<file path="src/rtl/fpu_pkg.sv">
// Shared FPU types and constants.
// Used by the converters and the add/mul datapaths.
package fpu_pkg;

    localparam int FP_BIAS   = 127;
    localparam int FP_EXP_W  = 8;
    localparam int FP_FRAC_W = 23;

    typedef struct packed {
        logic                 s;
        logic [FP_EXP_W-1:0]  e;
        logic [FP_FRAC_W-1:0] f;
    } fp32_t;

    typedef struct packed {
        logic        s;
        logic        z;
        logic [31:0] a;
    } itof_s1_t;

    // The normalised MSB is implicit, so only n[30:0] is carried.
    typedef struct packed {
        logic                s;
        logic                z;
        logic [FP_EXP_W-1:0] e;
        logic [30:0]         n;
    } itof_s2_t;

endpackage

</file>
<file path="src/rtl/lzc32.sv">
// 32-bit leading-zero counter, purely combinational.
// Count is 0 for a zero input; callers carry their own zero flag.
module lzc32 (
    input  logic [31:0] a,
    output logic [4:0]  cnt
);

    always_comb begin
        cnt = 5'd0;
        for (int i = 0; i < 32; i++) begin
            if (a[i]) cnt = 5'(31 - i);
        end
    end

endmodule

</file>
<file path="src/rtl/itof_pipe.sv">
// Integer to single-precision converter, round to nearest even.
// Three stages: sign/magnitude, normalise, round and pack.
module itof_pipe
    import fpu_pkg::*;
#(
    parameter logic SIGNED_IN = 1'b1
) (
    input  logic        sys_clk,
    input  logic        rstn,
    input  logic        in_valid,
    output logic        in_ready,
    input  logic [31:0] x,
    output logic        out_valid,
    input  logic        out_ready,
    output logic [31:0] y
);

    logic     v1, v2, v3;
    logic     r1, r2, r3;
    itof_s1_t st1, st1_d;
    itof_s2_t st2, st2_d;
    fp32_t    y3, y3_d;

    // Bubbles collapse: a stage may load whenever it is empty.
    assign r3        = ~v3 | out_ready;
    assign r2        = ~v2 | r3;
    assign r1        = ~v1 | r2;
    assign in_ready  = r1;
    assign out_valid = v3;
    assign y         = y3;

    logic s_in;
    assign s_in = SIGNED_IN & x[31];

    always_comb begin
        st1_d   = '0;
        st1_d.s = s_in;
        st1_d.a = s_in ? (~x + 32'd1) : x;
        st1_d.z = (x == 32'd0);
    end

    logic [4:0] lz;

    lzc32 u_lzc (
        .a   (st1.a),
        .cnt (lz)
    );

    always_comb begin
        st2_d   = '0;
        st2_d.s = st1.s;
        st2_d.z = st1.z;
        st2_d.e = 8'(FP_BIAS + 31) - {3'd0, lz};
        st2_d.n = st1.a[30:0] << lz;
    end

    logic        rnd;
    logic [23:0] sum;

    assign rnd = st2.n[7] & ((|st2.n[6:0]) | st2.n[8]);
    assign sum = {1'b0, st2.n[30:8]} + {23'd0, rnd};

    // On mantissa carry sum[22:0] is already zero.
    always_comb begin
        y3_d = '0;
        if (!st2.z) begin
            y3_d.s = st2.s;
            y3_d.e = st2.e + {7'd0, sum[23]};
            y3_d.f = sum[22:0];
        end
    end

    always_ff @(posedge sys_clk or negedge rstn) begin
        if (!rstn) begin
            v1  <= 1'b0;
            v2  <= 1'b0;
            v3  <= 1'b0;
            st1 <= '0;
            st2 <= '0;
            y3  <= '0;
        end else begin
            if (r1) begin
                v1  <= in_valid;
                st1 <= st1_d;
            end
            if (r2) begin
                v2  <= v1;
                st2 <= st2_d;
            end
            if (r3) begin
                v3  <= v2;
                y3  <= y3_d;
            end
        end
    end

endmodule

</file>
<file path="config.mk">
export PLATFORM = sky130hd
export DESIGN_NAME = itof_pipe
export DESIGN_NICKNAME = d
export VERILOG_FILES = /design/src/rtl/fpu_pkg.sv /design/src/rtl/lzc32.sv /design/src/rtl/itof_pipe.sv
export SDC_FILE = /design/constraint.sdc
export NUM_CORES = 1
export LEC_CHECK = 0
export CAP_MARGIN = 20
export CORE_MARGIN = 2
export CORE_UTILIZATION = 40
export DETAILED_ROUTE_END_ITERATION = 7
export PLACE_DENSITY = 0.64
export SYNTH_ARGS = -nofsm -noshare
export SYNTH_HDL_FRONTEND = slang
export SYNTH_SLANG_ARGS = --single-unit
</file>
<file path="constraint.sdc">
create_clock -name sys_clk -period 2.85 [get_ports sys_clk]
set_clock_uncertainty 0.05 [all_clocks]
set_input_delay 0.4275 -clock sys_clk [delete_from_list [all_inputs] [get_ports sys_clk]]
set_output_delay 0.4275 -clock sys_clk [all_outputs]
set_load 0.005 [all_outputs]
</file>
# Word level (Yosys, flattened, before mapping)
# Cells that the tools add are included.
# totals
regBits,110
out_inout_bits,34
# op_classes
add_sub_neg,4
shifts,1
muxes,34
bitwise,9
reduce_logical,2
# op_table
op,count
two-way mux 5 bit,32
two-way mux 32 bit,2
adder 32 x 1 -> 32 bit (second input constant),1
logical NOT 32 bit,1
NOT 32 bit,1
<< shifter 31 x 5 -> 31 bit,1
adder 23 x 1 -> 24 bit,1
adder 8 x 1 -> 8 bit,1
subtractor 8 x 5 -> 8 bit (first input constant),1
OR reduction 7 bit,1
OR 1 bit,4
NOT 1 bit,3
bitwise AND 1 bit,1

# Depth between registers and ports, before layout
# Gate-level depths: netlist of the first run.
# depth
word_depth,33
mapped_depth,14
ltp_nobuf,14

# By module
# Synthesis of the first run repeated with hierarchy kept, for this count alone.
# unflattened
hier_cells,740
hier_area_um2,7085.5
# by_module_without_submodules
module,instances,cells_per_inst,area_each_um2,seq_area_each_um2
itof_pipe,1,677,6720.2,2752.6
lzc32,1,63,365.4,0.0

# Worst setup path before layout of the first run
# Ideal clock, no wire load.
# synth_path
kind,register -> register
startpoint,register st1[3] in the netlist's numbering
endpoint,register st2[22] in the netlist's numbering
setup_ps,126
arrival_ps,2799
t_required_ps,2674
setup_slack_ps,-125
stages_incl_launch_ff,12
n_path_buf,2
path_cell_list,dfrtp_1 > buf_2 > or4_4 > a211oi_4 > nor2_2 > o21ai_4 > buf_4 > mux2i_1 > mux2i_1 > a21oi_1 > o22ai_1 > a221o_1
# synth_between
elab_chain_len,30
# synth_lines
element,line,rtl
"start, declared",itof_pipe.sv:20,"itof_s1_t st1, st1_d;"
"start signal, assigned",itof_pipe.sv:84,st1 <= st1_d;
two-way mux 5 bit (29 in a row),lzc32.sv:11,if (a[i]) cnt = 5'(31 - i);
<< shifter 31 x 5 -> 31 bit *,itof_pipe.sv:54,st2_d.n = st1.a[30:0] << lz;
"end signal, assigned",itof_pipe.sv:88,st2 <= st2_d;
"end, declared",itof_pipe.sv:21,"itof_s2_t st2, st2_d;"
# Mark *: on every way between the ends. The rest lies on a longest branch, timed or not.
# A chain may end at the register's enable or synchronous reset.

# Worst setup path in the final report of the first run
# layout_path
startpoint,register st1[19] in the netlist's numbering
endpoint,register st2[22] in the netlist's numbering
# layout_between
elab_chain_len,14
# layout_lines
element,line
two-way mux 5 bit (13 in a row),lzc32.sv:11
<< shifter 31 x 5 -> 31 bit *,itof_pipe.sv:54
# Marks and branches as above.

==> run summary, run 1 <==
• # port buffers: 69
• DRT Pass-1 Iters: 5
• Arrival @ worst endpoint: 3160 ps
• final-report max-slew violation count: 0
• Core Rows: 50
• synthesis-to-finish area growth: 36.6%
• cell count after synthesis: 911
• horizontal die dimension: 142 um
• yosys warns: 0
• maximum ir drop on the vdd rail: 0.379 mV
• Area contributors post-synth: sky130_fd_sc_hd__dfrtp_1 36%, sky130_fd_sc_hd__nand2_1 5.8%, sky130_fd_sc_hd__mux2i_1 5.1%
• master cell of the clock root buffer: sky130_fd_sc_hd__clkbuf_16
• largest delay contributor family on the critical path: compound AO/OA/AOI/OAI gates
• violations in the final reports: negative setup slack
• fraction of registers with async set/reset: 1.00
• Synth Cell Area: 7590 um^2
• status: finished, violations left
• Slew @ Worst Pin: 955 ps
• die area: 20,100 um^2
• Power Density: 642 nW/um^2
• number of DRC violations after detailed routing: 0
• Congestion Overflow GR: 0
• final non-filler cell total: 1,331
• FF+latch count, synth: 110
• RSZ-0062 raised after global routing: true
• clock slew seen by the registers of the worst setup and hold paths: 70 ps
• total vias in the final route: 7,377
• area leader, netlist: sky130_fd_sc_hd__dfrtp_1
• final hold violation count: 0
• TritonCTS clock tree: built
• Mapped Avg Cell Area: 8.33 um^2
• minimum period implied by the final worst setup slack: 2970 ps
• cell-by-cell trace of the critical path: or4_4 -> a211oi_4 -> buf_6 -> nor2_4 -> o21ai_4 -> mux2i_2 -> mux2i_1 -> a21oi_1 -> buf_4 -> o22ai_2 -> a221o_1
• most instantiated flip-flop cell in the synthesis netlist: sky130_fd_sc_hd__dfrtp_1
• count of clock tree sinks: 110
• highest cell delay on the worst timing path: 600 ps
• floorplan core area: 18,600 um^2
• post-DR vias/cell: 5.54
• register area share after synthesis: 0.363
• Worst setup EP type: flip-flop
• critical path type: flip-flop to flip-flop
• clock buffer count from CTS: 9
• via count of the first global-routing pass: 6,889
• buffer levels on the longest clock path: 2
• peak clock frequency supported by timing: 0.337 GHz
• H-tree level count: 3
• post-synth net total: 952
• antenna-violating nets left: 0
• largest net degree at the start of global routing: 76
• worst min-delay path class: input pin to asynchronous set/reset pin
• area share of the largest cell type after synthesis: 0.363
• overall power: 6.66 mW
• commonest cells in the netlist: 118 x sky130_fd_sc_hd__nand2_1, 110 x sky130_fd_sc_hd__dfrtp_1, 82 x sky130_fd_sc_hd__nor2_1
• First DRT Iteration DRCs: 573
• estimated wirelength of the detail-placed design: 16,600 um
• most common cell in the synthesized netlist: sky130_fd_sc_hd__nand2_1
• routability congestion estimate from global placement: 0.945
• number of I/O pins: 70
• pre-CTS worst setup slack: -646 ps
• number of enable-type register cells in the synthesized netlist: 0
• WL/cell: 16.4 um
• max-cap viol count: 0
• fin nets: 1,133
• Slew Limit Headroom: 0.363
• setup ws final: -120 ps
• global-route wire length before repair: 35,800 um
• count of inserted antenna diode cells: 0
• number of instances in the placed design: 1,298
• design area: 10,400 um^2
• library cell contributing the largest single delay on the critical path: sky130_fd_sc_hd__or4_4
• final worst path period share: 1.04
• number of antenna violations at the first check in global routing: 0
• Critical Path RT: 3040 ps
• Routed Wire Length: 21,800 um
• unique cell type count in the Yosys netlist: 67
• final setup vio count: 10
• Leakage: 4.28 nW
• share of cells above drive strength 1: 0.280
• all-layer global routing usage: 0.221
• worst path buffer plus inverter count: 2
• Setup crit start kind: flip-flop
• clock latency reported for the late side of the worst-skew pair: 360 ps
• cell area after placement: 9530 um^2
• Worst Path Max Fanout: 5
• Initial Utilization: 0.407
• die span in y: 142 um
[area by class of cell]
| class | count | area, um^2 |
|---|---|---|
| Tap cell | 234 | 293 |
| Timing Repair Buffer | 244 | 2110 |
| Clock buffer | 10 | 239 |
| Multi-Input combinational cell | 708 | 4840 |
| Fill cell | 1778 | 8270 |
| Clock inverter | 6 | 57.6 |
| Inverter | 19 | 73.8 |
| Sequential cell | 110 | 2750 |
[cells in the final DEF (no fill, tap or decap), types with 11 or more instances in the layout]
cell,count
sky130_fd_sc_hd__a211oi_1,12
sky130_fd_sc_hd__a21oi_1,61
sky130_fd_sc_hd__a22o_1,21
sky130_fd_sc_hd__buf_4,157
sky130_fd_sc_hd__buf_6,13
sky130_fd_sc_hd__clkdlybuf4s50_1,64
sky130_fd_sc_hd__dfrtp_1,110
sky130_fd_sc_hd__inv_1,18
sky130_fd_sc_hd__mux2i_1,30
sky130_fd_sc_hd__nand2_1,116
sky130_fd_sc_hd__nand2b_1,11
sky130_fd_sc_hd__nand3_1,20
sky130_fd_sc_hd__nor2_1,73
sky130_fd_sc_hd__nor3_1,26
sky130_fd_sc_hd__o21ai_0,56
sky130_fd_sc_hd__o31ai_1,11
sky130_fd_sc_hd__xnor2_1,16
sky130_fd_sc_hd__xor2_1,40
[kinds of logic (layout without fill, tap and decap cells)]
| kind of cell | count (synthesis) | after routing | share of synthesized area |
|---|---|---|---|
| XOR/XNOR | 56 | 56 | 0.0646 |
| AO/OA/AOI/OAI | 264 | 264 | 0.236 |
| adder cells (fa/ha/maj) | 5 | 5 | 0.00824 |
| AND/OR/NAND/NOR | 331 | 331 | 0.207 |
| multiplexers | 52 | 52 | 0.0711 |
| flip-flops | 110 | 110 | 0.363 |
| buffers and inverters | 93 | 279 | 0.0513 |
[flip-flops by register name (all words and copies together), names as in the netlist]
| register | count |
|---|---|
| st1 | 34 |
| y | 32 |
| v1 | 1 |
| v2 | 1 |
| out_valid | 1 |
| st2 | 41 |
[metrics by stage]
step            util  TNS (ps)  hold slack [ps]
2_1_floorplan      -      -271             81.9
3_3_place_gp   0.511     -6150              411
3_5_place_dp   0.511     -7210              420
4_1_cts        0.535     -32.9              199
5_1_grt        0.556     -2320              255
6_report       0.556      -415              174
[path summary, 6_finish.rpt]
path / startpoint / end / slack, ps / cells past startpoint
hold reg to reg: y[7]$_DFFE_PN0P_ / y[7]$_DFFE_PN0P_ / 430 / 2
setup reg to reg: st1[19]$_DFFE_PN0P_ / st2[22]$_DFFE_PN0P_ / -120 / 11
setup / recovery: st1[19]$_DFFE_PN0P_ / st2[22]$_DFFE_PN0P_ / -120 / 11
max in group asynchronous: rstn / st2[29]$_DFFE_PN0P_ / 1850 / 2
min in group sys_clk: y[7]$_DFFE_PN0P_ / y[7]$_DFFE_PN0P_ / 430 / 2
hold / removal: rstn / y[28]$_DFFE_PN0P_ / 170 / 1
[routing by layer]
layer | part of all wire | GRT usage
met1 | 0.46 | 0.305
met5 | 0 | 0
met4 | 0.013 | 0.0484
met2 | 0.48 | 0.371
met3 | 0.041 | 0.0280
[power breakdown]
part / switching, mW / leakage (nW) / internal [mW]
logic: 1.52 / 2.83 / 1.58
clock network: 0.621 / 0.148 / 0.642
registers: 0.326 / 1.30 / 1.97
total: 2.47 / 4.28 / 4.19
[what timing repair did]
action / in CTS / in global routing
hold buffers: 0 / 0
pin swaps: 21 / 40
cloned: 0 / 1
buffers inserted: 5 / 12
endpoints found under the setup margin: 28 / 45
gates resized for setup: 31 / 86
No activity file was read; power rests on OpenSTA's default activity.
==> run 2, diff against run 1 <==
--- a/config.mk
+++ b/config.mk
@@ -10,6 +10,7 @@
 export CORE_UTILIZATION = 40
 export DETAILED_ROUTE_END_ITERATION = 7
 export PLACE_DENSITY = 0.64
+export SLEW_MARGIN = 20
 export SYNTH_ARGS = -nofsm -noshare
 export SYNTH_HDL_FRONTEND = slang
 export SYNTH_SLANG_ARGS = --single-unit
==> results of run 2 <==
Same layout as run 1: the final DEF is identical, and so are final timing and power.
